$ cat src/rtl/rotate_point.sv
`default_nettype none
// ============================================================================
// Module   : rotate_point
// Function : Rotates a signed (x, y) point by a first-quadrant angle plus a
//            multiple of 90 degrees. Sine/cosine come from an external LUT that
//            holds values scaled by 100. The products are divided back by 100
//            with a sign-magnitude restoring divider.
// Revision : 1.0  initial release
// ============================================================================
module rotate_point #(
   parameter int N = 8
) (
   input  logic                clk,
   input  logic                reset,
   input  logic                start,
   input  logic signed [N-1:0] x,
   input  logic signed [N-1:0] y,
   input  logic [3:0]          angle_idx,
   input  logic [1:0]          quad,
   output logic [7:0]          sin_addr,
   input  logic [7:0]          sin_data,
   output logic                busy,
   output logic                done,
   output logic signed [N+1:0] rx,
   output logic signed [N+1:0] ry
);

   // |x*c' - y*s'| < 2^(N+7), so N+8 signed bits never overflow
   localparam int PW = N + 8;
   // Dividend magnitude width; one divider iteration per bit
   localparam int DW = 2 * N - 1;
   localparam int CW = $clog2(DW);
   localparam logic [CW-1:0] C_LAST    = CW'(DW - 1);
   localparam logic [7:0]    C_DIVISOR = 8'd100;

   localparam logic [2:0] S_IDLE   = 3'd0;
   localparam logic [2:0] S_LOOK_S = 3'd1;
   localparam logic [2:0] S_LOOK_C = 3'd2;
   localparam logic [2:0] S_MUL    = 3'd3;
   localparam logic [2:0] S_DIV    = 3'd4;

   logic [2:0]          state_q, state_d;
   logic signed [N-1:0] x_q, y_q;
   logic [1:0]          quad_q;
   logic [3:0]          i_q;
   logic [7:0]          s_q, c_q;
   logic                negx_q, negy_q;
   logic [6:0]          remx_q, remy_q;
   logic [DW-1:0]       dqx_q, dqy_q;
   logic [CW-1:0]       cnt_q;
   logic signed [N+1:0] rx_q, ry_q;
   logic                done_q;

   logic signed [8:0]    w_s, w_c, w_sp, w_cp;
   logic signed [PW-1:0] w_px, w_py;
   logic [PW-1:0]        w_pxm, w_pym;
   logic [6+DW:0]        w_stepx_d, w_stepy_d;
   logic [N+1:0]         w_qx, w_qy;
   logic [3:0]           w_idx_clamped;
   logic                 w_last;

   // One restoring step: shift the next dividend bit into the remainder
   // (always < 100, so 7 bits), subtract 100 if it fits, and shift the
   // quotient bit into the vacated LSB of the dividend register.
   function automatic logic [6+DW:0] div_step(input logic [6:0] rem,
                                              input logic [DW-1:0] dq);
      logic [7:0] shifted;
      logic [6:0] rem_new;
      logic       qbit;
      shifted = {rem, dq[DW-1]};
      qbit    = (shifted >= C_DIVISOR);
      rem_new = qbit ? 7'(shifted - C_DIVISOR) : shifted[6:0];
      return {rem_new, dq[DW-2:0], qbit};
   endfunction

   assign w_idx_clamped = (angle_idx > 4'd9) ? 4'd9 : angle_idx;
   assign w_last        = (state_q == S_DIV) && (cnt_q == C_LAST);

   // LUT address: sine index in LOOK_S, complementary (cosine) index in LOOK_C
   always_comb begin
      sin_addr = 8'h00;
      case (state_q)
         S_LOOK_S: sin_addr = {i_q, 4'b0000};
         S_LOOK_C: sin_addr = {4'd9 - i_q, 4'b0000};
         default:  sin_addr = 8'h00;
      endcase
   end

   // Quadrant fold, rotation products and their sign-magnitude split
   always_comb begin
      w_s = $signed({1'b0, s_q});
      w_c = $signed({1'b0, c_q});
      case (quad_q)
         2'd0:    begin w_sp = w_s;  w_cp = w_c;  end
         2'd1:    begin w_sp = w_c;  w_cp = -w_s; end
         2'd2:    begin w_sp = -w_s; w_cp = -w_c; end
         default: begin w_sp = -w_c; w_cp = w_s;  end
      endcase
      w_px  = PW'(x_q) * PW'(w_cp) - PW'(y_q) * PW'(w_sp);
      w_py  = PW'(x_q) * PW'(w_sp) + PW'(y_q) * PW'(w_cp);
      w_pxm = w_px[PW-1] ? -w_px : w_px;
      w_pym = w_py[PW-1] ? -w_py : w_py;
   end

   // Divider step results and signed quotients for the final iteration
   always_comb begin
      w_stepx_d = div_step(remx_q, dqx_q);
      w_stepy_d = div_step(remy_q, dqy_q);
      w_qx      = (N+2)'(w_stepx_d[DW-1:0]);
      w_qy      = (N+2)'(w_stepy_d[DW-1:0]);
   end

   // Sequencer next state
   always_comb begin
      state_d = state_q;
      case (state_q)
         S_IDLE:   if (start) state_d = S_LOOK_S;
         S_LOOK_S: state_d = S_LOOK_C;
         S_LOOK_C: state_d = S_MUL;
         S_MUL:    state_d = S_DIV;
         S_DIV:    if (w_last) state_d = S_IDLE;
         default:  state_d = S_IDLE;
      endcase
   end

   // Operand capture, divider iterations and result registers
   always_ff @(posedge clk) begin
      if (reset) begin
         state_q <= S_IDLE;
         x_q     <= '0;
         y_q     <= '0;
         quad_q  <= '0;
         i_q     <= '0;
         s_q     <= '0;
         c_q     <= '0;
         negx_q  <= 1'b0;
         negy_q  <= 1'b0;
         remx_q  <= '0;
         remy_q  <= '0;
         dqx_q   <= '0;
         dqy_q   <= '0;
         cnt_q   <= '0;
         rx_q    <= '0;
         ry_q    <= '0;
         done_q  <= 1'b0;
      end else begin
         state_q <= state_d;
         done_q  <= 1'b0;
         case (state_q)
            S_IDLE: begin
               if (start) begin
                  x_q    <= x;
                  y_q    <= y;
                  quad_q <= quad;
                  i_q    <= w_idx_clamped;
               end
            end
            S_LOOK_S: s_q <= sin_data;
            S_LOOK_C: c_q <= sin_data;
            S_MUL: begin
               negx_q <= w_px[PW-1];
               negy_q <= w_py[PW-1];
               dqx_q  <= DW'(w_pxm);
               dqy_q  <= DW'(w_pym);
               remx_q <= '0;
               remy_q <= '0;
               cnt_q  <= '0;
            end
            S_DIV: begin
               {remx_q, dqx_q} <= w_stepx_d;
               {remy_q, dqy_q} <= w_stepy_d;
               cnt_q           <= cnt_q + 1'b1;
               if (w_last) begin
                  // Negating a zero quotient yields zero, so -0 never appears
                  rx_q   <= negx_q ? -w_qx : w_qx;
                  ry_q   <= negy_q ? -w_qy : w_qy;
                  done_q <= 1'b1;
               end
            end
            default: ;
         endcase
      end
   end

   assign busy = (state_q != S_IDLE);
   assign done = done_q;
   assign rx   = rx_q;
   assign ry   = ry_q;

endmodule
`default_nettype wire

$ cat config.mk
export PLATFORM = sky130hd
export DESIGN_NAME = rotate_point
export DESIGN_NICKNAME = d
export VERILOG_FILES = /design/src/rtl/rotate_point.sv
export SDC_FILE = /design/constraint.sdc
export NUM_CORES = 1
export LEC_CHECK = 0
export ABC_AREA = 0
export BUFFER_PORTS_ARGS = -buffer_cell sky130_fd_sc_hd__clkbuf_2
export CORE_MARGIN = 5
export CORE_UTILIZATION = 65
export CTS_BUF_LIST = sky130_fd_sc_hd__clkbuf_8
export DETAILED_ROUTE_END_ITERATION = 7
export PLACE_DENSITY = 0.83
export SLEW_MARGIN = 20
export SYNTH_ARGS = -nofsm -noshare
export SYNTH_HDL_FRONTEND = slang
export SYNTH_SLANG_ARGS = --single-unit
$ cat constraint.sdc
create_clock -name clk -period 10.6 [get_ports clk]
set_input_delay 0.53 -clock clk [delete_from_list [all_inputs] [get_ports clk]]
set_output_delay 0.53 -clock clk [all_outputs]
set_load 0.01 [all_outputs]
==> results.sh <==
export IMPL_status="finished clean"
export IMPL_cts_buffers_inserted=9
export IMPL_hold_path_class="input port to flop"
export IMPL_yosys_area_top_type="fa_1"
export IMPL_vias=14100
export IMPL_yosysSeqAreaShare=0.128
export IMPL_core_um2=26700
export IMPL_arrival_ps=8860
export IMPL_fillCellCount=2096
export IMPL_dieArea_um2=30300
export IMPL_synth_top_area_frac=0.315
export IMPL_path_clk_slew_ps=110
export IMPL_async_reset_ff_frac=0
export IMPL_ir_worst_vdd_mv=0.410
export IMPL_cts_hold_buffers=0
export IMPL_numPortBuffers=58
export IMPL_synth_warnings=0
export IMPL_worst_path_buf_inv=3
export IMPL_hold_violations=0
export IMPL_dr_pass1_iters=6
export IMPL_netlist_area_um2=17500
export IMPL_finalNetCount=2480
export IMPL_syn2layout_area_growth_pct=4.06
export IMPL_synth_commonest_cells="inv_1 (360), fa_1 (275), nand2_1 (212)"
export IMPL_fin_setup_tns_ps=0
export IMPL_yosysMostFrequentCell="inv_1"
export IMPL_synth_edff_count=0
export IMPL_path_class="flop to flop"
export IMPL_multi_input_area_um2=13500
export IMPL_via_per_inst=5.89
export IMPL_period_needed_ps=8600
export IMPL_grt_overflow=0
export IMPL_grt_max_degree=83
export IMPL_synth_seq_cells=112
export IMPL_h_tree_depth=3
export IMPL_min_period_over_period=0.811
export IMPL_yosys_cell_types_count=73
export IMPL_endpoint_kind="flop"
export IMPL_clk_latency_ps=410
export IMPL_grt_use_total=0.279
export IMPL_worst_slew_pin_slew_ps=1090
export IMPL_final_cell_count_no_fill=2398
export IMPL_dp_hpwl_um=31700
export IMPL_dieWidth_um=174
export IMPL_cp_required_ps=10860
export IMPL_drive_gt1_frac=0.0559
export IMPL_p_leak_nw=8.13
export IMPL_cp_top_family="adder cells"
export IMPL_max_stage_delay_ps=930
export IMPL_cts_buffer_depth=2
export IMPL_synthCells=2066
export IMPL_finalMaxSlewViolations=0
export IMPL_drtAntennaViolNets=0
export IMPL_totalWireLength_um=40800
export IMPL_start_util=0.655
export IMPL_synth_ff_type="dfxtp_1"
export IMPL_holdPathStages=3
export IMPL_postCtsSetupRepairBufs=0
export IMPL_cap_violations=0
export IMPL_cts_tree="done"
export IMPL_gp_congestion=0.877
export IMPL_grt_pass1_wl_um=71000
export IMPL_rr_worst_depth=24
export IMPL_drc=0
export IMPL_synth_area_leaders="fa_1 (31%), dfxtp_1 (13%), ha_1 (8.7%)"
export IMPL_path_cells="or3_1 > or3_1 > nor3_1 > xnor2_1 > mux4_2 > and2_1 > fa_1 > inv_1 > fa_1 > fa_1 > fa_1 > fa_1 > inv_1 > fa_1 > inv_1 > ha_1 > o21ai_0 > a21oi_1 > o21a_1 > o311ai_0 > nand2b_1 > a211oi_1 > a2111oi_0 > a21oi_1"
export IMPL_rows=60
export IMPL_cts_root_buf="clkbuf_8"
export IMPL_power_density_nw_per_um2=168
export IMPL_path_common_cell="fa_1"
export IMPL_worst_path_max_delay_cell="o311ai_0"
export IMPL_pin_count=63
export IMPL_cts_sinks=112
export IMPL_wl_per_cell_um=17.0
export IMPL_setup_viol=0
export IMPL_seqCellArea_um2=2240
export IMPL_path_max_fanout=16
export IMPL_rsz0062_at_grt="no"
export IMPL_max_freq_ghz=0.116
export IMPL_cp_start_kind="flop"
export IMPL_first_iter_violations=867
export IMPL_dp_cells=2381
export IMPL_relSlewSlack=0.265
export IMPL_antenna_found_initial=0
export IMPL_grt_pass1_vias=14900
export IMPL_avgSynthCellArea_um2=8.47
export IMPL_cp_depth=24
export IMPL_final_setup_skew_ps=16.4
export IMPL_cts_resized=0
export IMPL_die_y_um=174
==> layout make-up <==
type,count,area share
Clock inverter,5,0.00220
Clock buffer,11,0.00832
Tap cell,341,0.0234
Inverter,360,0.0742
Sequential cell,112,0.123
Multi-Input combinational cell,1487,0.743
Antenna cell,1,0.000137
Timing Repair Buffer,81,0.0256
==> power by group <==
group / internal (mW) / switching [mW]
logic: 0.827 / 1.46
registers: 0.448 / 0.0599
clock network: 0.101 / 0.158
==> layout by cell type, fill, tap and decap left out, drive strengths merged, types with 5 or more instances in the layout <==
master   instances
inv            363
dfxtp          112
a22oi           28
a221oi           7
nand4            7
nand3b           7
and3             6
a21o             9
xor2            33
nor2           147
xnor2           55
a21oi           71
o311ai           6
ha             121
nor4b            7
fa             275
nor3            39
buf             24
or4              6
nand3           26
nor2b           34
nand2b          26
nand2          212
o22ai            5
mux2i           21
nor4            19
clkbuf          68
a211oi          29
nor3b            9
o21a            13
o31ai            6
a31oi           11
or3             13
a2111oi          9
o21ai           30
and2           139
==> metal layers <==
metal / wire length (um) / GRT usage / part of all wire / vias up
met1: 16600 / 0.360 / 0.41 / 7049
met2: 20800 / 0.497 / 0.51 / 450
met3: 2450 / 0.0374 / 0.060 / 100
met4: 913 / 0.0749 / 0.022 / 0
met5: 0 / 0 / 0 / -
li1: - / - / - / 6535
==> worst min-delay path, stage by stage <==
cell and delay, ps:
clkbuf_2 80, nand2_1 50, a21oi_1 50
==> cells by family after synthesis <==
family,Yosys count,synth area share
adders and majority gates,396,0.401
muxes,26,0.0178
xor gates and xnor gates,90,0.0467
DFF,112,0.128
AOI/OAI and AO/OA,262,0.103
and+or+nand+nor,709,0.202
other,1,0.000214
buffers and inverters,470,0.102
==> flip-flops by register name, indices dropped and copies added (netlist names), 2 cells and up <==
register,flops
dqx_q,15
dqy_q,15
rx,10
ry,10
c_q,8
s_q,8
x_q,8
y_q,8
remx_q,7
remy_q,7
cnt_q,4
i_q,4
state_q,3
quad_q,2
==> stage by stage <==
| stage | hold WS [ps] | worst slack (ps) | total power, mW | instance area, um2 | util |
|---|---|---|---|---|---|
| floorplan | 432 | 2850 | 2.20 | 17500 | - |
| global placement | 442 | 1960 | 2.65 | 18000 | 0.673 |
| detailed placement | 448 | 1740 | 2.73 | 18000 | 0.673 |
| CTS | 332 | 1700 | 3.00 | 18200 | 0.680 |
| global route | 327 | 1620 | 3.32 | 18200 | 0.681 |
| finish | 342 | 2000 | 3.05 | 18200 | 0.681 |
==> worst paths after layout <==
path | start | to | slack [ps]
setup / recovery | s_q[0] | dqx_q[12] | 2000
hold / removal | y[3] | y_q[3] | 340
setup reg to reg | s_q[0] | dqx_q[12] | 2000
hold reg to reg | i_q[1] | i_q[1] | 470
Note: power is estimated with default switching activity, not from simulation.
